[src/rtl/pulse_gen_pkg.sv]
// rtl/pulse_gen_pkg.sv - config addresses, channel states and rotation helper for pulse_gen_mc
package pulse_gen_pkg;

  localparam logic [1:0] ADDR_X_LOW   = 2'd0;
  localparam logic [1:0] ADDR_X_HIGH  = 2'd1;
  localparam logic [1:0] ADDR_WIDTH   = 2'd2;
  localparam logic [1:0] ADDR_HOLDOFF = 2'd3;

  localparam logic [1:0] IDLE = 2'd0;
  localparam logic [1:0] HIGH = 2'd1;
  localparam logic [1:0] HOLD = 2'd2;

  // Left-rotate amount applied to the shared random word for channel ch.
  function automatic int rot_amt(input int ch, input int xw, input int nch);
    return (ch * (xw / nch)) % xw;
  endfunction

endpackage

[src/rtl/pulse_gen_ch.sv]
// rtl/pulse_gen_ch.sv - one pulse channel: window regs, pulse/holdoff FSM, saturating counter
module pulse_gen_ch
  import pulse_gen_pkg::*;
#(
  parameter int P_X_WIDTH   = 32,
  parameter int P_CNT_WIDTH = 32,
  parameter int P_TW_WIDTH  = 8
) (
  input  logic                   clk,
  input  logic                   rst_n,
  input  logic [P_X_WIDTH-1:0]   x_ch,
  input  logic                   trig_en,
  input  logic                   cfg_wr,
  input  logic [1:0]             cfg_addr,
  input  logic [P_X_WIDTH-1:0]   cfg_data,
  input  logic                   cnt_clr,
  output logic                   pulse,
  output logic [P_CNT_WIDTH-1:0] cnt
);

  logic [P_X_WIDTH-1:0]  x_low, x_high;
  logic [P_TW_WIDTH-1:0] width, holdoff, hold_len, timer;
  logic [1:0]            state;
  logic                  trig;

  assign trig = trig_en && (state == IDLE) && (x_ch >= x_low) && (x_ch < x_high);

  always_ff @(posedge clk or negedge rst_n) begin
    if (!rst_n) begin
      x_low   <= '0;
      x_high  <= '0;
      width   <= P_TW_WIDTH'(1);
      holdoff <= '0;
    end else if (cfg_wr) begin
      case (cfg_addr)
        ADDR_X_LOW:   x_low   <= cfg_data;
        ADDR_X_HIGH:  x_high  <= cfg_data;
        ADDR_WIDTH:   width   <= cfg_data[P_TW_WIDTH-1:0];
        default:      holdoff <= cfg_data[P_TW_WIDTH-1:0];
      endcase
    end
  end

  // timer holds remaining cycles minus one; width/holdoff are captured at trigger
  always_ff @(posedge clk or negedge rst_n) begin
    if (!rst_n) begin
      state    <= IDLE;
      timer    <= '0;
      hold_len <= '0;
      pulse    <= 1'b0;
    end else begin
      pulse <= (state == HIGH);
      case (state)
        IDLE: if (trig) begin
          state    <= HIGH;
          timer    <= (width == '0) ? '0 : width - 1'b1;
          hold_len <= holdoff;
        end
        HIGH: if (timer == '0) begin
          if (hold_len != '0) begin
            state <= HOLD;
            timer <= hold_len - 1'b1;
          end else begin
            state <= IDLE;
          end
        end else begin
          timer <= timer - 1'b1;
        end
        HOLD: if (timer == '0) state <= IDLE;
              else             timer <= timer - 1'b1;
        default: state <= IDLE;
      endcase
    end
  end

  always_ff @(posedge clk or negedge rst_n) begin
    if (!rst_n)                 cnt <= '0;
    else if (cnt_clr)           cnt <= '0;
    else if (trig && cnt != '1) cnt <= cnt + 1'b1;
  end

endmodule

[src/rtl/pulse_gen_mc.sv]
// rtl/pulse_gen_mc.sv - multi-channel random pulse generator top
// Optional PULSE_GEN_GATE_EN adds a synchronised global trigger gate input.
module pulse_gen_mc
  import pulse_gen_pkg::*;
#(
  parameter int P_N_CH      = 4,
  parameter int P_X_WIDTH   = 32,
  parameter int P_CNT_WIDTH = 32,
  parameter int P_TW_WIDTH  = 8
) (
  input  logic                   clk,
  input  logic                   rst_n,
  input  logic [P_X_WIDTH-1:0]   x,
  input  logic [P_N_CH-1:0]      ch_en,
`ifdef PULSE_GEN_GATE_EN
  input  logic                   gate,
`endif
  input  logic                   cfg_wr,
  input  logic [3:0]             cfg_ch,
  input  logic [1:0]             cfg_addr,
  input  logic [P_X_WIDTH-1:0]   cfg_data,
  input  logic [3:0]             cnt_sel,
  input  logic                   cnt_clr,
  output logic [P_N_CH-1:0]      pulse_out,
  output logic [P_CNT_WIDTH-1:0] cnt_out
);

  logic gate_ok;

`ifdef PULSE_GEN_GATE_EN
  logic gate_s1, gate_s2;
  always_ff @(posedge clk or negedge rst_n) begin
    if (!rst_n) begin
      gate_s1 <= 1'b0;
      gate_s2 <= 1'b0;
    end else begin
      gate_s1 <= gate;
      gate_s2 <= gate_s1;
    end
  end
  assign gate_ok = gate_s2;
`else
  assign gate_ok = 1'b1;
`endif

  logic [P_CNT_WIDTH-1:0] cnt_arr [P_N_CH];

  for (genvar ch = 0; ch < P_N_CH; ch++) begin : g_ch
    localparam int SH = rot_amt(ch, P_X_WIDTH, P_N_CH);
    logic [P_X_WIDTH-1:0] x_ch;
    assign x_ch = (x << SH) | (x >> ((P_X_WIDTH - SH) % P_X_WIDTH));

    pulse_gen_ch #(
      .P_X_WIDTH  (P_X_WIDTH),
      .P_CNT_WIDTH(P_CNT_WIDTH),
      .P_TW_WIDTH (P_TW_WIDTH)
    ) u_ch (
      .clk     (clk),
      .rst_n   (rst_n),
      .x_ch    (x_ch),
      .trig_en (ch_en[ch] && gate_ok),
      .cfg_wr  (cfg_wr && (cfg_ch == 4'(ch))),
      .cfg_addr(cfg_addr),
      .cfg_data(cfg_data),
      .cnt_clr (cnt_clr && (cnt_sel == 4'(ch))),
      .pulse   (pulse_out[ch]),
      .cnt     (cnt_arr[ch])
    );
  end

  // Out-of-range selects fall through to zero.
  logic [P_CNT_WIDTH-1:0] cnt_mux;
  always_comb begin
    cnt_mux = '0;
    for (int i = 0; i < P_N_CH; i++) begin
      if (cnt_sel == 4'(i)) cnt_mux = cnt_arr[i];
    end
  end

  always_ff @(posedge clk or negedge rst_n) begin
    if (!rst_n) cnt_out <= '0;
    else        cnt_out <= cnt_mux;
  end

endmodule
[config.mk]
export PLATFORM = sky130hd
export DESIGN_NAME = pulse_gen_mc
export DESIGN_NICKNAME = d
export VERILOG_FILES = /design/src/rtl/pulse_gen_pkg.sv /design/src/rtl/pulse_gen_ch.sv /design/src/rtl/pulse_gen_mc.sv
export SDC_FILE = /design/constraint.sdc
export NUM_CORES = 1
export LEC_CHECK = 0
export BUFFER_PORTS_ARGS = -buffer_cell sky130_fd_sc_hd__buf_2
export CORE_MARGIN = 1
export CORE_UTILIZATION = 60
export CTS_BUF_LIST = sky130_fd_sc_hd__clkbuf_8
export DETAILED_ROUTE_END_ITERATION = 8
export HOLD_SLACK_MARGIN = 0.1
export PLACE_DENSITY = 0.75
export REMOVE_ABC_BUFFERS = 1
export SLEW_MARGIN = 20
export SYNTH_ARGS = -nofsm -noshare
export SYNTH_HDL_FRONTEND = slang
export SYNTH_SLANG_ARGS = --single-unit
export TNS_END_PERCENT = 10
[constraint.sdc]
create_clock -name clk -period 8 [get_ports clk]
set_input_delay 0.8 -clock clk [delete_from_list [all_inputs] [get_ports clk]]
set_output_delay 0.8 -clock clk [all_outputs]
set_load 0.005 [all_outputs]
==> results.toml <==
[die]
die_y_um = 233
die_area_mm2 = 0.0542
coreArea_mm2 = 0.0526
die_width_um = 233
io_pins = 118
start_util_pct = 60.8
rows = 84

[grt]
grt_use_met1_pct = 45.6
use_met3_pct = 5.76
grt_pass1_vias = 25809
grt_busiest_layer = "met2"
antenna_found_initial = 4
grt.total_usage_pct = 33.6
grt_max_degree = 185
grt.overflow.total = 0
grt_pass1_wl_um = 140000
grtUsageMet2_pct = 52.1

[detailed_routing]
wire_per_inst_um = 21.3
dr_total_vias = 25951
routed_wl_um = 89400
vias_per_cell = 6.18
detail-route-antenna-nets = 0
drtIter0Drc = 2415
dr.pass1.iters = 6
drc = 0

[timing]
tns_ps = 0
max_freq_ghz = 0.243
fin_crit_ps = 4110
finalCritPeriodShare_pct = 51.4
timing.hold.ws_ps = 166
worst_slew_pin_slew_ps = 1150
relSlewSlack_pct = 22.8
hold_violations = 0
slew_viol_final = 0
rsz0062_at_grt = "false"
skew_ps = 25.9
setup_viol = 0

[finish]
fin_cells = 4196
mostFrequentLayoutCells = "552 x dfrtp_1, 352 x inv_1, 341 x nand2_1"
drive_gt1_share_pct = 15.1
nets = 3806
syn2layout_area_growth_pct = 9.68
layout_commonest_cell = "dfrtp_1"

[clock_network]
ctsResizeCount = 0
clkTransAtPathRegs_ps = 60
cts_tree = "done"
numCtsBuffers = 96
clock_latency_ps = 690
ctsHoldBuffers = 0
htree_levels = 3
cts_setup_buffers = 0
clockBufferDepth = 3
root_buffer = "clkbuf_8"
numClockSinks = 556

[power_and_ir_drop]
leakagePower_nw = 16.8
p_per_area_mw_per_mm2 = 226
worst_ir_drop_vdd_mv = 0.166

[worst_setup_path]
critical_path_class = "primary input to register"
crit_start = "x[0]"
worstPathArrival_ps = 4650
critical_path_required_ps = 8540
r2r_end = "g_ch[0].u_ch.timer[3]"
r2r_start = "g_ch[0].u_ch.x_low[2]"
crit_fanout = 61
r2r_cells = 11
crit_path_end = "g_ch[0].u_ch.timer[3]"
cp-end-kind = "register"
rrSetupSlack_ps = 3970
critPathLaunchType = "primary input"

[synthesis]
synth_area_mm2 = 0.0320
synth_edf_count = 0
yosys_register_bits = 556
synth_area_per_cell_um2 = 9.58
synth_area_leaders = "dfrtp_1 43%, ha_1 11%, mux2_2 8.0%"
synth_top_cell_by_area = "dfrtp_1"
seq_area_frac_synth_pct = 43.5
synth_top_area_share_pct = 43.2
ys_warn_count = 0
netlist_instances = 3335
synth_ff_type = "dfrtp_1"
ys_types = 76
synthArstFlopShare_pct = 100

[place]
place_congestion = 0.920
post-place-cells = 4028
dp_hpwl_um = 61500
port_buffers = 117

[flow_run]
cap_violations = 0

[min_path]
min_path_type = "primary input to async pin"

[outcome]
status = "finished clean"
[routing by layer]
metal  routed length [µm]  share of wire (%)  vias to the layer above
li1                     -                  -                    11981
met1                37900                 42                    12746
met2                40500                 45                      975
met3                 6780                7.6                      247
met4                 4190                4.7                        2
met5                   13              0.015                        -
[cell usage after synthesis (all sizes together) (10+ instances only)]
cell      n
mux2i    18
nor2    193
a21oi   210
a31oi    25
and4     29
o21ai   237
o22ai    20
a31o     10
nand2   341
nor2b    14
ha      286
nor4b    10
nand4    71
a22oi    39
a221oi   18
and2     14
inv     321
xor2     40
a211oi   14
nor4     24
or4      26
buf      36
o211ai   22
xnor2    67
a21o     21
o31ai    18
nand3    86
mux2    226
and3     36
clkbuf   99
nand2b   28
or3      39
dfrtp   552
nor3     52
[power by group]
part           total (W)  switching [W]  internal, W
combinational    0.00192        0.00111     0.000805
clock            0.00260        0.00119      0.00141
sequential       0.00341       0.000233      0.00317
total            0.00793        0.00254      0.00539
[sequential cells by signal, indices dropped and copies added, names as in the netlist]
| name | flops |
|---|---|
| cnt_out | 32 |
| g_ch.u_ch.cnt | 128 |
| g_ch.u_ch.hold_len | 32 |
| g_ch.u_ch.holdoff | 32 |
| g_ch.u_ch.pulse | 4 |
| g_ch.u_ch.state | 8 |
| g_ch.u_ch.timer | 32 |
| g_ch.u_ch.width | 32 |
| g_ch.u_ch.x_high | 128 |
| g_ch.u_ch.x_low | 128 |
[worst min-delay path by stage]
stage	from	to	slack [ps]	cells after the start
after floorplan	g_ch[0].u_ch.holdoff[2]	g_ch[0].u_ch.hold_len[2]	430	2
after global placement	g_ch[3].u_ch.holdoff[1]	g_ch[3].u_ch.hold_len[1]	470	2
after detailed placement	g_ch[3].u_ch.holdoff[1]	g_ch[3].u_ch.hold_len[1]	470	2
after CTS	rst_n	g_ch[3].u_ch.cnt[4]	160	1
after global routing	rst_n	g_ch[3].u_ch.cnt[0]	200	1
final	rst_n	g_ch[3].u_ch.cnt[6]	170	1
[per-stage QoR]
step / instance area (µm²) / utilization [%] / setup slack (ps) / power, W
after floorplan: 31400 / - / 2070 / 0.00471
after global placement: 33100 / 63.1 / 3280 / 0.00523
after detailed placement: 33100 / 63.1 / 3300 / 0.00535
after CTS: 35000 / 66.7 / 4040 / 0.00795
after global routing: 35100 / 66.7 / 3820 / 0.00837
final: 35100 / 66.7 / 3890 / 0.00793
[worst max-delay path: stages]
cell and delay [ps]:
buf_2 250, inv_1 80, ha_1 280, nor2b_1 40, o21ai_1 140, a41oi_1 190, o41ai_1 900, a21oi_1 510
or2_1 340, buf_4 300, a21boi_2 400, mux2_2 390
[cell families (layout without fill, tap and decap cells)]
logic type               Yosys count  count (layout)  share of synthesized area, %
multiplexers                     244             244                          8.53
buffers and inverters            456             625                          5.47
AO/OA/AOI/OAI                    701             701                          13.2
XOR/XNOR                         107             107                          2.93
other                              0               4                             0
AND/OR/NAND/NOR                  985             985                          15.2
adder cells (fa/ha/maj)          286             286                          11.2
flip-flops                       556             556                          43.5
[layout make-up]
cell class                 instances  area, µm²
tap                              688        861
multi-input combinational       2323      16400
clock buffer                     121       1670
antenna                            4       10.0
sequential                       556      13900
inverter                         321       1200
timing repair buffer             140        806
fill                            4194      17500
clock inverter                    43        234
(Power assumes the default switching activity.)
